--- src/rtl/fetch_pkg.sv ---
// rtl/fetch_pkg.sv - shared types and constants for the PC fetch sequencer
package fetch_pkg;

  typedef enum logic [1:0] {
    IDLE    = 2'd0,
    FETCH   = 2'd1,
    ISSUE   = 2'd2,
    RESOLVE = 2'd3
  } fetch_state_e;

  localparam logic [6:0] OPC_BRANCH = 7'b1100011;
  localparam logic       PC_SRC_SEQ = 1'b0;
  localparam logic       PC_SRC_BR  = 1'b1;

  function automatic logic is_branch(input logic [6:0] opcode);
    return opcode == OPC_BRANCH;
  endfunction

endpackage

--- src/rtl/pc_fetch_sequencer_if.sv ---
// rtl/pc_fetch_sequencer_if.sv - imem fetch, decode handshake and branch outcome bundle
interface pc_fetch_sequencer_if #(
  parameter int XLEN = 32
) ();

  logic            imem_req;
  logic [XLEN-1:0] imem_addr;
  logic            imem_ready;
  logic [XLEN-1:0] imem_rdata;
  logic            instr_valid;
  logic [XLEN-1:0] instr;
  logic [XLEN-1:0] instr_pc;
  logic            instr_ready;
  logic            br_valid;
  logic            br_taken;

  modport master (
    output imem_req, imem_addr, instr_valid, instr, instr_pc,
    input  imem_ready, imem_rdata, instr_ready, br_valid, br_taken
  );

  modport slave (
    input  imem_req, imem_addr, instr_valid, instr, instr_pc,
    output imem_ready, imem_rdata, instr_ready, br_valid, br_taken
  );

endinterface

--- src/rtl/fetch_timeout_counter.sv ---
// rtl/fetch_timeout_counter.sv - counts fetch wait cycles, flags the cycle that reaches TIMEOUT
module fetch_timeout_counter #(
  parameter int TIMEOUT = 16
) (
  input  logic clk,
  input  logic areset,
  input  logic i_clr,
  input  logic i_inc,
  output logic o_expired
);

  localparam int CW = $clog2(TIMEOUT + 1);

  logic [CW-1:0] r_cnt;

  always_ff @(posedge clk) begin
    if (areset || i_clr) begin
      r_cnt <= '0;
    end else if (i_inc) begin
      r_cnt <= r_cnt + 1'b1;
    end
  end

  // Fires on the waiting cycle whose increment would bring the count to TIMEOUT.
  assign o_expired = i_inc && (r_cnt == CW'(TIMEOUT - 1));

endmodule

--- src/rtl/pc_fetch_sequencer.sv ---
// rtl/pc_fetch_sequencer.sv - sequences instruction fetch, decode handoff and PC update pulses
module pc_fetch_sequencer
  import fetch_pkg::*;
#(
  parameter int XLEN    = 32,
  parameter int TIMEOUT = 16,
  parameter int CNT_W   = 16
) (
  input  logic                 clk,
  input  logic                 areset,
  input  logic                 en,
  input  logic [XLEN-1:0]      pc_in,
  pc_fetch_sequencer_if.master bus,
  output logic                 pc_load,
  output logic                 pc_src,
  output logic                 fetch_err,
  output logic [CNT_W-1:0]     retired_cnt
);

  fetch_state_e    r_state;
  logic [XLEN-1:0] r_instr;
  logic [XLEN-1:0] r_instr_pc;
  logic            r_fetch_err;
  logic [CNT_W-1:0] r_retired;

  logic w_wait_inc;
  logic w_expired;
  logic w_is_branch;
  logic w_issue_fire;
  logic w_resolve_fire;
  logic w_pc_load;

  assign w_wait_inc     = (r_state == FETCH) && !bus.imem_ready;
  assign w_is_branch    = is_branch(r_instr[6:0]);
  assign w_issue_fire   = (r_state == ISSUE) && bus.instr_ready;
  assign w_resolve_fire = (r_state == RESOLVE) && bus.br_valid;
  // The load pulse coincides with the accepting handshake so the next FETCH sees the new PC.
  assign w_pc_load      = (w_issue_fire && !w_is_branch) || w_resolve_fire;

  fetch_timeout_counter #(
    .TIMEOUT (TIMEOUT)
  ) u_timeout (
    .clk       (clk),
    .areset    (areset),
    .i_clr     (!w_wait_inc),
    .i_inc     (w_wait_inc),
    .o_expired (w_expired)
  );

  always_ff @(posedge clk) begin
    if (areset) begin
      r_state     <= IDLE;
      r_instr     <= '0;
      r_instr_pc  <= '0;
      r_fetch_err <= 1'b0;
      r_retired   <= '0;
    end else begin
      if (w_pc_load) begin
        r_retired <= r_retired + 1'b1;
      end
      unique case (r_state)
        IDLE: begin
          if (en && !r_fetch_err) r_state <= FETCH;
        end
        FETCH: begin
          if (bus.imem_ready) begin
            r_instr    <= bus.imem_rdata;
            r_instr_pc <= pc_in;
            r_state    <= ISSUE;
          end else if (w_expired) begin
            r_fetch_err <= 1'b1;
            r_state     <= IDLE;
          end
        end
        ISSUE: begin
          if (bus.instr_ready) begin
            if (w_is_branch) r_state <= RESOLVE;
            else             r_state <= en ? FETCH : IDLE;
          end
        end
        RESOLVE: begin
          if (bus.br_valid) r_state <= en ? FETCH : IDLE;
        end
        default: r_state <= IDLE;
      endcase
    end
  end

  assign bus.imem_req    = (r_state == FETCH);
  assign bus.imem_addr   = (r_state == FETCH) ? pc_in : '0;
  assign bus.instr_valid = (r_state == ISSUE);
  assign bus.instr       = r_instr;
  assign bus.instr_pc    = r_instr_pc;

  assign pc_load     = w_pc_load;
  assign pc_src      = (w_resolve_fire && bus.br_taken) ? PC_SRC_BR : PC_SRC_SEQ;
  assign fetch_err   = r_fetch_err;
  assign retired_cnt = r_retired;

endmodule

--- src/flat_wrapper.sv ---
// flat-port wrapper written by rule: the top's interface ports become plain ports
module pc_fetch_sequencer_flat import fetch_pkg::*;
#(
  parameter int XLEN    = 32,
  parameter int TIMEOUT = 16,
  parameter int CNT_W   = 16
)
  (clk, areset, en, pc_in, pc_load, pc_src, fetch_err, retired_cnt, bus_imem_req, bus_imem_addr, bus_instr_valid, bus_instr, bus_instr_pc, bus_imem_ready, bus_imem_rdata, bus_instr_ready, bus_br_valid, bus_br_taken);
  pc_fetch_sequencer_if #(.XLEN(XLEN)) bus_i ();
  input  logic clk;
  input  logic areset;
  input  logic en;
  input  logic [XLEN-1:0] pc_in;
  output logic pc_load;
  output logic pc_src;
  output logic fetch_err;
  output logic [CNT_W-1:0] retired_cnt;
  output wire logic [$bits(bus_i.imem_req)-1:0] bus_imem_req;
  output wire logic [$bits(bus_i.imem_addr)-1:0] bus_imem_addr;
  output wire logic [$bits(bus_i.instr_valid)-1:0] bus_instr_valid;
  output wire logic [$bits(bus_i.instr)-1:0] bus_instr;
  output wire logic [$bits(bus_i.instr_pc)-1:0] bus_instr_pc;
  input wire logic [$bits(bus_i.imem_ready)-1:0] bus_imem_ready;
  input wire logic [$bits(bus_i.imem_rdata)-1:0] bus_imem_rdata;
  input wire logic [$bits(bus_i.instr_ready)-1:0] bus_instr_ready;
  input wire logic [$bits(bus_i.br_valid)-1:0] bus_br_valid;
  input wire logic [$bits(bus_i.br_taken)-1:0] bus_br_taken;
  assign bus_imem_req = bus_i.imem_req;
  assign bus_imem_addr = bus_i.imem_addr;
  assign bus_instr_valid = bus_i.instr_valid;
  assign bus_instr = bus_i.instr;
  assign bus_instr_pc = bus_i.instr_pc;
  assign bus_i.imem_ready = bus_imem_ready;
  assign bus_i.imem_rdata = bus_imem_rdata;
  assign bus_i.instr_ready = bus_instr_ready;
  assign bus_i.br_valid = bus_br_valid;
  assign bus_i.br_taken = bus_br_taken;
  pc_fetch_sequencer #(.XLEN(XLEN), .TIMEOUT(TIMEOUT), .CNT_W(CNT_W)) u_core (.clk(clk), .areset(areset), .en(en), .pc_in(pc_in), .bus(bus_i), .pc_load(pc_load), .pc_src(pc_src), .fetch_err(fetch_err), .retired_cnt(retired_cnt));
endmodule
--- config.mk ---
export PLATFORM = sky130hd
export DESIGN_NAME = pc_fetch_sequencer_flat
export DESIGN_NICKNAME = d
export VERILOG_FILES = /design/src/rtl/fetch_pkg.sv /design/src/rtl/pc_fetch_sequencer_if.sv /design/src/rtl/fetch_timeout_counter.sv /design/src/rtl/pc_fetch_sequencer.sv /design/src/flat_wrapper.sv
export SDC_FILE = /design/constraint.sdc
export NUM_CORES = 1
export LEC_CHECK = 0
export CORE_AREA = 2 2 100 102
export CTS_BUF_LIST = sky130_fd_sc_hd__clkbuf_16
export DETAILED_ROUTE_END_ITERATION = 6
export DIE_AREA = 0 0 102 104
export PLACE_DENSITY_LB_ADDON = 0.08
export SYNTH_ARGS = -nofsm -noshare
export SYNTH_HDL_FRONTEND = slang
export SYNTH_HIERARCHICAL = 1
export SYNTH_SLANG_ARGS = --single-unit
--- constraint.sdc ---
create_clock -name clk -period 2.2 [get_ports clk]
set_clock_uncertainty 0.2 [all_clocks]
set_input_delay 0.44 -clock clk [delete_from_list [all_inputs] [get_ports clk]]
set_output_delay 0.44 -clock clk [all_outputs]
set_load 0.02 [all_outputs]
==> out/metrics.csv, run 1 <==
stage,metric,value,unit
synthesis,library cells used by synthesis,44,
finish,number of nets in the layout,760,
timing,max-slew violations,0,
grt,vias in the first global route,3847,
clock_network,library cell used as clock root buffer,sky130_fd_sc_hd__clkbuf_16,
clock_network,worst-case clock buffer depth,2,
setup_path,critical path's most frequent cell,sky130_fd_sc_hd__buf_4,
setup_path,Worst Setup End Kind,flip-flop,
finish,relative area change from synthesis to final layout,61.9,%
pwr,reported leakage power,2.38,nW
die,Horiz. Die Dim,102,um
status,status,finished clean,
setup_path,"critical path fanouts, max",10,
timing,final period utilization,0.948,
die,effective utilization at floorplan,0.400,
clock_network,clock tree from TritonCTS,yes,
grt,initial antenna violation count,0,
setup_path,startpoint type of the worst setup path,flip-flop,
timing,achievable clock frequency,479,MHz
clock_network,H-tree depth,3,
route,total DRC errors in the routed layout,0,
route,total vias in the final route,3933,
setup_path,Critical Setup Path Class,reg -> reg,
clock_network,clock transition time at the flip-flop clock pins of the worst setup and hold paths,0.06,ns
clock_network,number of buffers inserted to repair setup after CTS,0,
synthesis,total nets after synthesis,545,
synthesis,"FFs w/ async S/R, synth",0,
synthesis,Post-Syn Area per Cell,8.12,um^2
finish,proportion of layout cells with a drive suffix above 1,0.169,
setup_path,end of the worst register-to-register path,u_core/retired_cnt[15],
clock_network,hold buffer count at CTS,0,
placement,placed wire-length estimate after detailed placement,8310,um
finish,ant diodes,0,
synthesis,"top cells by count, synth","sky130_fd_sc_hd__nand2_1, sky130_fd_sc_hd__dfxtp_1, sky130_fd_sc_hd__a21oi_1",
pwr,worst voltage drop across the vdd grid,0.000393,V
placement,number of instances in the placed design,808,
placement,port bufs,187,
synthesis,number of instances in the synthesized netlist,471,
finish,final std cells w/o fill,821,
route,final routed wirelength across all metal layers,11300,um
grt,GRT overflow,0,
grt,GR Util All Layers,0.215,
synthesis,most used standard cell by instance count after synthesis,sky130_fd_sc_hd__nand2_1,
synthesis,Synth area leader,sky130_fd_sc_hd__dfxtp_1,
timing,Final setup viols,0,
route,vias per inst,4.79,
route,number of iterations in the first detailed-routing pass,4,
hold_path,critical hold path startpoint,u_core/bus.instr[11],
hold_path,Hold Path End,u_core/bus.instr[11],
finish,fill cell instance count of the final layout,865,
synthesis,top cell type's share of synthesized area,0.461,
timing,number of hold violations in the final report,0,
grt,largest net degree at the start of global routing,45,
synthesis,prevailing post-synth register cell,sky130_fd_sc_hd__dfxtp_1,
setup_path,Worst Path Arrival,2.11,ns
clock_network,CTS sink cnt,88,
pwr,Cell Pwr Density,704,nW/um^2
setup_path,crit path buf inv count,2,
timing,unrepaired setup endpoints after global routing,no,
grt,first-pass GRT wire length,18400,um
die,Core Footprint,9550,um^2
route,remaining antenna violation count,0,
hold_path,Min-Delay Path Depth,2,
setup_path,required time of the critical path,2.23,ns
route,wire per inst,13.7,um
timing,"Min Clock Period, post-route",2.09,ns
timing,Max-Slew Margin vs Limit,0.597,
synthesis,number of enable flip-flop cells after synthesis,0,
setup_path,R2R Setup Slk,0.11,ns
setup_path,"Largest delay share family, worst path",compound AO/OA/AOI/OAI gates,
clock_network,total CTS buffers,9,
die,num rows,36,
synthesis,number of flip-flops and latches in the synthesized netlist,88,
setup_path,depth of the worst register-to-register path,6,
route,DRC violation total after the first TritonRoute iteration,75,
synthesis,warnings from Yosys,6,
timing,worst hold slack after final layout,0.251,ns
finish,share of the core filled with cells,0.648,
timing,"Worst Setup Slack, final",0.114,ns
placement,pre-CTS WS,-0.278,ns
clock_network,insertion delay of the later-clocked pin in the worst-skew pair,0.33,ns
setup_path,launch instance of the worst register-to-register path,u_core/r_state[0],
die,die span in y,104,um
timing,slew at the pin with the worst max-slew slack,0.605,ns
setup_path,"critical path, cell by cell","buf_4, and2b_4, o211ai_4, buf_4, a2111oi_4, mux2_2",
die,num ports,188,
synthesis,biggest area contributors in the synthesized netlist,"sky130_fd_sc_hd__dfxtp_1, sky130_fd_sc_hd__nand2_1, sky130_fd_sc_hd__a21oi_1",
setup_path,highest-delay cell along the critical path,sky130_fd_sc_hd__a2111oi_4,
synthesis,Netlist Area Pre-Place,3820,um^2
setup_path,maximum cell stage delay along the critical path,0.39,ns
die,die footprint,10600,um^2
placement,gpl congestion,0.783,
hold_path,class of the worst hold path,reg -> reg,
synthesis,sequential share of the synthesized area,0.461,
run,maximum capacitance violations,0,
[worst register-to-register path, cell delays in order, from the launching register on]
cell and delay [ns]:
sky130_fd_sc_hd__dfxtp_1 0.31, sky130_fd_sc_hd__buf_4 0.14, sky130_fd_sc_hd__and2b_4 0.29, sky130_fd_sc_hd__o211ai_4 0.09
sky130_fd_sc_hd__buf_4 0.19, sky130_fd_sc_hd__a2111oi_4 0.39, sky130_fd_sc_hd__mux2_2 0.37
[per-stage QoR]
step | instance area, um^2 | setup TNS (ns) | power, mW
2_1_floorplan | 3820 | 0 | 2.47
3_3_place_gp | 6110 | -3.63 | 3.18
3_5_place_dp | 6110 | -4.25 | 3.20
4_1_cts | 6330 | 0 | 4.45
5_1_grt | 6190 | 0 | 4.59
6_report | 6190 | 0 | 4.36
[power breakdown]
group | total, mW | switching (mW) | leakage [nW] | internal (mW)
Sequential | 1.76 | 0.0609 | 0.713 | 1.70
Combinational | 1.31 | 0.712 | 1.55 | 0.594
Clock | 1.29 | 0.563 | 0.117 | 0.729
Total | 4.36 | 1.34 | 2.38 | 3.03
[worst max-delay path by stage]
stage | start | cells after the start | endpoint | slack [ns]
2_1_floorplan | u_core/retired_cnt[2] | 5 | u_core/retired_cnt[15] | 0.21
3_3_place_gp | bus_br_valid | 4 | pc_src | -0.24
3_5_place_dp | bus_br_valid | 4 | pc_src | -0.28
4_1_cts | u_core/r_state[1] | 5 | bus_imem_addr[22] | 0.0009
5_1_grt | u_core/u_timeout/r_cnt[0] | 7 | u_core/r_state[1] | 0.03
6_report | u_core/r_state[0] | 6 | u_core/retired_cnt[15] | 0.11
[kinds of logic after synthesis]
| family | synth area share |
|---|---|
| AND/OR/NAND/NOR | 0.287 |
| AO/OA/AOI/OAI | 0.151 |
| flip-flops | 0.461 |
| buffers and inverters | 0.0445 |
| multiplexers | 0.0448 |
| adder cells (fa/ha/maj) | 0.00982 |
| XOR/XNOR | 0.00229 |
[layout make-up]
class | count | area (um^2) | share of cell area
clock buffers | 9 | 225 | 0.0364
clock inverters | 4 | 15.0 | 0.00242
inverters | 5 | 18.8 | 0.00303
multi-input cells | 347 | 1910 | 0.309
flip-flops and latches | 88 | 1760 | 0.285
well taps | 133 | 166 | 0.0269
repair buffers | 235 | 2090 | 0.338
[per-layer routing]
| layer | vias to the layer above | GRT usage | part of all wire |
|---|---|---|---|
| li1 | 1990 | - | - |
| met1 | 1805 | 0.255 | 0.42 |
| met2 | 116 | 0.354 | 0.49 |
| met3 | 22 | 0.0685 | 0.062 |
| met4 | 0 | 0.0914 | 0.026 |
| met5 | - | 0 | 0 |
[sequential cells by signal (all words and copies together) (netlist names)]
| register | count |
|---|---|
| u_core/fetch_err | 1 |
| u_core/retired_cnt | 16 |
| u_core/bus.instr | 32 |
| u_core/u_timeout/r_cnt | 5 |
| u_core/r_state | 2 |
| u_core/bus.instr_pc | 32 |
[cells in the final DEF (no fill, tap or decap), types with 6 or more instances in the layout]
| cell type | count |
|---|---|
| sky130_fd_sc_hd__dfxtp_1 | 88 |
| sky130_fd_sc_hd__clkdlybuf4s50_1 | 150 |
| sky130_fd_sc_hd__a211oi_1 | 6 |
| sky130_fd_sc_hd__and2_1 | 34 |
| sky130_fd_sc_hd__buf_4 | 45 |
| sky130_fd_sc_hd__nand2_1 | 136 |
| sky130_fd_sc_hd__nor2b_1 | 12 |
| sky130_fd_sc_hd__mux2_2 | 12 |
| sky130_fd_sc_hd__clkbuf_2 | 33 |
| sky130_fd_sc_hd__nand3_1 | 8 |
| sky130_fd_sc_hd__a21oi_1 | 73 |
| sky130_fd_sc_hd__clkbuf_16 | 9 |
| sky130_fd_sc_hd__nor2_1 | 22 |
[timing repair]
item | in CTS | in global routing
setup endpoints to repair | 36 | 35
hold endpoints to repair | 0 | 0
gates resized for setup | 62 | 45
No activity file was read; power rests on OpenSTA's default activity.
==> inputs of run 2 (changes only) <==
--- a/config.mk
+++ b/config.mk
@@ -5,10 +5,10 @@
 export SDC_FILE = /design/constraint.sdc
 export NUM_CORES = 1
 export LEC_CHECK = 0
-export CORE_AREA = 2 2 100 102
+export CORE_AREA = 2 2 105 107
 export CTS_BUF_LIST = sky130_fd_sc_hd__clkbuf_16
 export DETAILED_ROUTE_END_ITERATION = 6
-export DIE_AREA = 0 0 102 104
+export DIE_AREA = 0 0 107 109
 export PLACE_DENSITY_LB_ADDON = 0.08
 export SYNTH_ARGS = -nofsm -noshare
 export SYNTH_HDL_FRONTEND = slang
==> constraint.sdc (replaced) <==
create_clock -name clk -period 1.73 [get_ports clk]
set_clock_uncertainty 0.2 [all_clocks]
set_input_delay 0.346 -clock clk [delete_from_list [all_inputs] [get_ports clk]]
set_output_delay 0.346 -clock clk [all_outputs]
set_load 0.02 [all_outputs]
==> out/metrics.csv, run 2 (synthesized netlist as in run 1, its figures left out) <==
stage,metric,value,unit,change
setup_path,end of the worst register-to-register path,u_core/retired_cnt[12],,
timing,final period utilization,1.15,,+0.201
setup_path,"critical path fanouts, max",6,,-4
die,effective utilization at floorplan,0.361,,-0.0398
setup_path,Worst Path Arrival,2.00,ns,-0.11 ns
route,remaining antenna violation count,0,,unchanged
timing,slew at the pin with the worst max-slew slack,0.525,ns,-0.0792 ns
die,Horiz. Die Dim,107,um,+4.9%
finish,fin area,7330,um^2,+18%
timing,unrepaired setup endpoints after global routing,yes,,
setup_path,launch instance of the worst register-to-register path,u_core/r_state[0],,
placement,number of instances in the placed design,840,,+4.0%
pwr,worst voltage drop across the vdd grid,0.000431,V,+9.8%
placement,pre-CTS WS,-0.549,ns,-0.271 ns
pwr,power consumption,6.59,mW,+51%
hold_path,Min-Delay Path Depth,3,,+1
run,maximum capacitance violations,0,,unchanged
placement,total cell area at the placement stage,6410,um^2,+5.0%
timing,worst hold slack after final layout,0.217,ns,-0.0345 ns
timing,number of hold violations in the final report,0,,unchanged
timing,achievable clock frequency,503,MHz,+4.9%
die,num ports,188,,unchanged
timing,Max-Slew Margin vs Limit,0.649,,+0.0520
clock_network,library cell used as clock root buffer,sky130_fd_sc_hd__clkbuf_16,,
setup_path,startpoint type of the worst setup path,flip-flop,,
grt,initial antenna violation count,0,,unchanged
clock_network,CTS sink cnt,88,,unchanged
timing,setup_tns,-12.58,ns,-12.58 ns
grt,GR Util All Layers,0.211,,-0.00423
route,vias per inst,4.73,,-1.2%
setup_path,Worst Setup End Kind,flip-flop,,
setup_path,maximum cell stage delay along the critical path,0.36,ns,-0.03 ns
finish,share of the core filled with cells,0.691,,+0.0427
setup_path,"critical path, cell by cell","and2b_4, buf_4, buf_6, o2111ai_4, a211oi_2, mux2_4",,
grt,first-pass GRT wire length,19600,um,+6.8%
status,violations in the final reports,negative setup slack,,
finish,relative area change from synthesis to final layout,91.7,%,
setup_path,R2R Setup Slk,-0.26,ns,-0.37 ns
pwr,reported leakage power,3.20,nW,+34%
status,status,"complete, but fails checks",,
placement,port bufs,187,,unchanged
timing,Final setup viols,98,,+98
setup_path,highest-delay cell along the critical path,sky130_fd_sc_hd__dfxtp_4,,
clock_network,insertion delay of the later-clocked pin in the worst-skew pair,0.34,ns,about the same
clock_network,total CTS buffers,9,,unchanged
grt,largest net degree at the start of global routing,50,,+11%
grt,GRT overflow,0,,unchanged
setup_path,"Largest delay share family, worst path",compound AO/OA/AOI/OAI gates,,
finish,proportion of layout cells with a drive suffix above 1,0.371,,+0.203
grt,vias in the first global route,4071,,+5.8%
die,die span in y,109,um,+4.8%
setup_path,crit path buf inv count,2,,unchanged
finish,most used cells in the layout excluding fill and tap cells,"sky130_fd_sc_hd__nand2_1, sky130_fd_sc_hd__dlygate4sd2_1, sky130_fd_sc_hd__buf_4",,
route,number of iterations in the first detailed-routing pass,4,,unchanged
die,Core Footprint,10600,um^2,+11%
route,total vias in the final route,4143,,+5.3%
hold_path,Hold Path End,u_core/bus.instr_pc[30],,
die,num rows,38,,+5.6%
timing,"Worst Setup Slack, final",-0.258,ns,-0.372 ns
clock_network,clock transition time at the flip-flop clock pins of the worst setup and hold paths,0.07,ns,about the same
timing,max-slew violations,0,,unchanged
finish,"leading cell type in the layout, fill and taps excluded",sky130_fd_sc_hd__nand2_1,,
setup_path,Critical Setup Path Class,reg -> reg,,
timing,"Min Clock Period, post-route",1.99,ns,-0.0982 ns
pwr,Cell Pwr Density,899,nW/um^2,+28%
route,total DRC errors in the routed layout,0,,unchanged
route,DRC violation total after the first TritonRoute iteration,149,,+99%
die,die footprint,11700,um^2,+9.9%
hold_path,class of the worst hold path,in -> reg,,
placement,placed wire-length estimate after detailed placement,8780,um,+5.6%
finish,number of nets in the layout,804,,+5.8%
setup_path,required time of the critical path,1.75,ns,-0.48 ns
hold_path,critical hold path startpoint,areset,,
setup_path,depth of the worst register-to-register path,6,,unchanged
route,final routed wirelength across all metal layers,12900,um,+15%
route,wire per inst,14.8,um,+7.5%
clock_network,H-tree depth,3,,unchanged
clock_network,worst-case clock buffer depth,2,,unchanged
placement,gpl congestion,0.799,,+2.0%
clock_network,clock tree from TritonCTS,yes,,
finish,ant diodes,0,,unchanged
finish,final std cells w/o fill,875,,+6.6%
[run 2: changes by cell type in the layout (fill, tap and decap cells not counted), sizes merged]
cell,before,now
clkbuf,42,13
inv,5,9
clkdlybuf4s50,150,68
buf,50,127
dlygate4sd2,2,80
clkinv,4,0
bufinv,0,1
clkinvlp,0,2
[run 2: how the worst max path moves through the flow]
stage | startpoint | endpoint | slack [ns] | cells past startpoint
after floorplan | u_core/r_state[0] | u_core/retired_cnt[11] | -0.07 | 5
after global placement | bus_br_valid | pc_src | -0.55 | 4
after detailed placement | bus_br_valid | pc_src | -0.55 | 4
after CTS | u_core/r_state[0] | u_core/retired_cnt[11] | -0.25 | 6
after global routing | u_core/r_state[0] | u_core/retired_cnt[12] | -0.30 | 6
final | u_core/r_state[0] | u_core/retired_cnt[12] | -0.26 | 6
[run 2: timing repair]
item | CTS | global route
resized for setup | 369 | 58
hold buffers | 0 | 0
hold endpoints to repair | 0 | 0
setup buffers | 13 | 3
endpoints found under the setup margin | 135 | 62
cloned | 1 | 2
pin swaps | 17 | 13
[run 2: metal layers]
| layer | share of wire | track usage |
|---|---|---|
| met1 | 0.42 | 0.252 |
| met2 | 0.50 | 0.374 |
| met4 | 0.018 | 0.0668 |
| met5 | 0 | 0 |
| met3 | 0.057 | 0.0526 |
[run 2: worst reg2reg max path, cell delays in order, from the launching register on]
cell	delay, ns
sky130_fd_sc_hd__dfxtp_4	0.36
sky130_fd_sc_hd__and2b_4	0.27
sky130_fd_sc_hd__buf_4	0.12
sky130_fd_sc_hd__buf_6	0.09
sky130_fd_sc_hd__o2111ai_4	0.21
sky130_fd_sc_hd__a211oi_2	0.29
sky130_fd_sc_hd__mux2_4	0.33
[run 2: where the power goes]
part	internal [mW]	switching [mW]	total (mW)
clock	1.16	0.879	2.03
combinational	1.20	1.12	2.32
sequential	2.16	0.0712	2.23
[run 2: layout make-up]
class	count	area, um^2
inverter	5	26.3
tap	140	175
clock buffer	9	225
multi-input combinational	347	2320
sequential	88	1800
fill	896	3270
timing repair buffer	279	2700
clock inverter	7	87.6
==> inputs of run 3 (changes only) <==
--- a/config.mk
+++ b/config.mk
@@ -9,7 +9,7 @@
 export CTS_BUF_LIST = sky130_fd_sc_hd__clkbuf_16
 export DETAILED_ROUTE_END_ITERATION = 6
 export DIE_AREA = 0 0 107 109
-export PLACE_DENSITY_LB_ADDON = 0.08
+export PLACE_DENSITY_LB_ADDON = 0.1
 export SYNTH_ARGS = -nofsm -noshare
 export SYNTH_HDL_FRONTEND = slang
 export SYNTH_HIERARCHICAL = 1
==> out/metrics.csv, run 3 (synthesized netlist as in run 1, its figures left out) <==
stage,metric,value,unit,change
status,violations in the final reports,negative setup slack,,
finish,most used cells in the layout excluding fill and tap cells,"sky130_fd_sc_hd__dlygate4sd2_1, sky130_fd_sc_hd__clkdlybuf4s50_1, sky130_fd_sc_hd__dfxtp_1",,
route,final routed wirelength across all metal layers,15600,um,+21%
setup_path,highest-delay cell along the critical path,sky130_fd_sc_hd__dfxtp_2,,
die,effective utilization at floorplan,0.361,,unchanged
pwr,worst voltage drop across the vdd grid,0.000585,V,+36%
timing,unrepaired setup endpoints after global routing,yes,,
finish,number of nets in the layout,817,,+1.6%
placement,gpl congestion,0.802,,+0.44%
pwr,NetSw,2.38,mW,+15%
route,DRC violation total after the first TritonRoute iteration,202,,+36%
timing,max-slew violations,0,,unchanged
finish,relative area change from synthesis to final layout,117,%,
status,status,"complete, but fails checks",,
timing,final period utilization,1.13,,-0.0142
pwr,reported leakage power,3.79,nW,+18%
timing,slew at the pin with the worst max-slew slack,0.512,ns,-0.0128 ns
clock_network,hold buffer count at CTS,0,,unchanged
finish,proportion of layout cells with a drive suffix above 1,0.527,,+0.155
placement,placed wire-length estimate after detailed placement,8430,um,-4.0%
timing,Max-Slew Margin vs Limit,0.658,,+0.00859
placement,port bufs,187,,unchanged
route,wire per inst,17.6,um,+19%
clock_network,total CTS buffers,9,,unchanged
route,number of iterations in the first detailed-routing pass,4,,unchanged
timing,Final setup viols,108,,+10%
run,maximum capacitance violations,0,,unchanged
clock_network,H-tree depth,3,,unchanged
die,Core Footprint,10600,um^2,unchanged
setup_path,"critical path fanouts, max",9,,+3
grt,vias in the first global route,4173,,+2.5%
route,total vias in the final route,4457,,+7.6%
die,die span in y,109,um,unchanged
clock_network,worst-case clock buffer depth,2,,unchanged
pwr,power consumption,7.56,mW,+15%
pwr,Cell Pwr Density,909,nW/um^2,+1.1%
clock_network,clock transition time at the flip-flop clock pins of the worst setup and hold paths,0.06,ns,about the same
setup_path,"Largest delay share family, worst path",buffers and inverters,,
grt,first-pass GRT wire length,19700,um,+0.39%
timing,number of hold violations in the final report,0,,unchanged
setup_path,required time of the critical path,1.18,ns,-0.57 ns
route,vias per inst,5.02,,+6.0%
setup_path,Worst Setup End Kind,output port,,
finish,"leading cell type in the layout, fill and taps excluded",sky130_fd_sc_hd__dlygate4sd2_1,,
timing,achievable clock frequency,509,MHz,+1.3%
setup_path,startpoint type of the worst setup path,flip-flop,,
placement,total cell area at the placement stage,6420,um^2,+0.12%
setup_path,crit path buf inv count,4,,+2
die,Horiz. Die Dim,107,um,unchanged
route,remaining antenna violation count,0,,unchanged
setup_path,first element of the critical path,u_core/r_state[1],,
grt,GRT overflow,0,,unchanged
die,die footprint,11700,um^2,unchanged
pwr,sequential group share of total power,0.297,,-0.042
setup_path,"critical path, cell by cell","nand2b_4, inv_4, buf_8, buf_12, and2_1, buf_6",,
die,num ports,188,,unchanged
timing,setup_tns,-11.00,ns,+1.59 ns
timing,"Worst Setup Slack, final",-0.233,ns,+0.0246 ns
grt,GR Util All Layers,0.214,,+0.00259
hold_path,critical hold path startpoint,areset,,
setup_path,Worst Path Arrival,1.42,ns,-0.58 ns
clock_network,CTS sink cnt,88,,unchanged
grt,largest net degree at the start of global routing,54,,+8.0%
clock_network,insertion delay of the later-clocked pin in the worst-skew pair,0.34,ns,about the same
pwr,internal power of the cells,5.18,mW,+15%
pwr,switching power as a share of total power,0.315,,about the same
finish,ant diodes,0,,unchanged
clock_network,library cell used as clock root buffer,sky130_fd_sc_hd__clkbuf_16,,
timing,"Min Clock Period, post-route",1.96,ns,-0.0246 ns
route,total DRC errors in the routed layout,0,,unchanged
clock_network,clock tree from TritonCTS,yes,,
setup_path,Critical Setup Path Class,reg -> out,,
grt,initial antenna violation count,0,,unchanged
finish,fin area,8320,um^2,+13%
hold_path,class of the worst hold path,in -> reg,,
setup_path,maximum cell stage delay along the critical path,0.32,ns,-0.04 ns
die,num rows,38,,unchanged
setup_path,launch instance of the worst register-to-register path,u_core/r_state[1],,
finish,share of the core filled with cells,0.784,,+0.0931
pwr,proportion of power drawn by combinational gates,0.395,,+0.043
pwr,share of total power in the clock network,0.308,,about the same
run 3: worst paths after layout:
kind | slack [ns] | depth (start not counted) | to
worst max register to register | -0.18 | 6 | u_core/retired_cnt[11]
worst min register to register | 0.26 | 2 | u_core/bus.instr_pc[29]
worst min-delay path | 0.11 | 2 | u_core/r_state[1]
worst max-delay path | -0.23 | 6 | bus_imem_addr[17]
run 3: layout make-up:
class                           count  area, um^2
Fill cell                         708        2290
Multi-Input combinational cell    349        2940
Tap cell                          140         175
Inverter                            5        21.3
Sequential cell                    88        1800
Clock buffer                       10         250
Clock inverter                      6         114
Timing Repair Buffer              290        3020
run 3: power groups by stage:
stage | Combinational [mW] | Clock, mW | Sequential (mW)
2_1_floorplan | 0.712 | 0 | 2.44
3_3_place_gp | 1.90 | 0 | 2.27
3_5_place_dp | 1.91 | 0 | 2.28
4_1_cts | 2.19 | 2.36 | 2.23
5_1_grt | 3.14 | 2.45 | 2.26
6_report | 2.99 | 2.33 | 2.25
run 3: layer usage:
layer | wire (um) | global-route usage | vias to the layer above
met5 | 0 | 0 | -
met4 | 338 | 0.109 | 0
met3 | 923 | 0.0652 | 24
met2 | 7960 | 0.357 | 142
met1 | 6400 | 0.249 | 2167
li1 | - | - | 2124
run 3: stage by stage:
step | instances | setup slack, ns | hold slack, ns
after detailed placement | 841 | -0.558 | 0.248
final | 888 | -0.233 | 0.107
after global routing | 888 | -0.290 | 0.116
after floorplan | 471 | -0.0721 | 0.274
after global placement | 841 | -0.554 | 0.241
after CTS | 867 | -0.236 | 0.102
run 3: repair_timing:
item | 4_1_cts | 5_1_grt
buffers inserted | 7 | 5
gates resized for setup | 365 | 233
pin swaps | 17 | 146
cloned | 3 | 17
setup endpoints to repair | 133 | 117
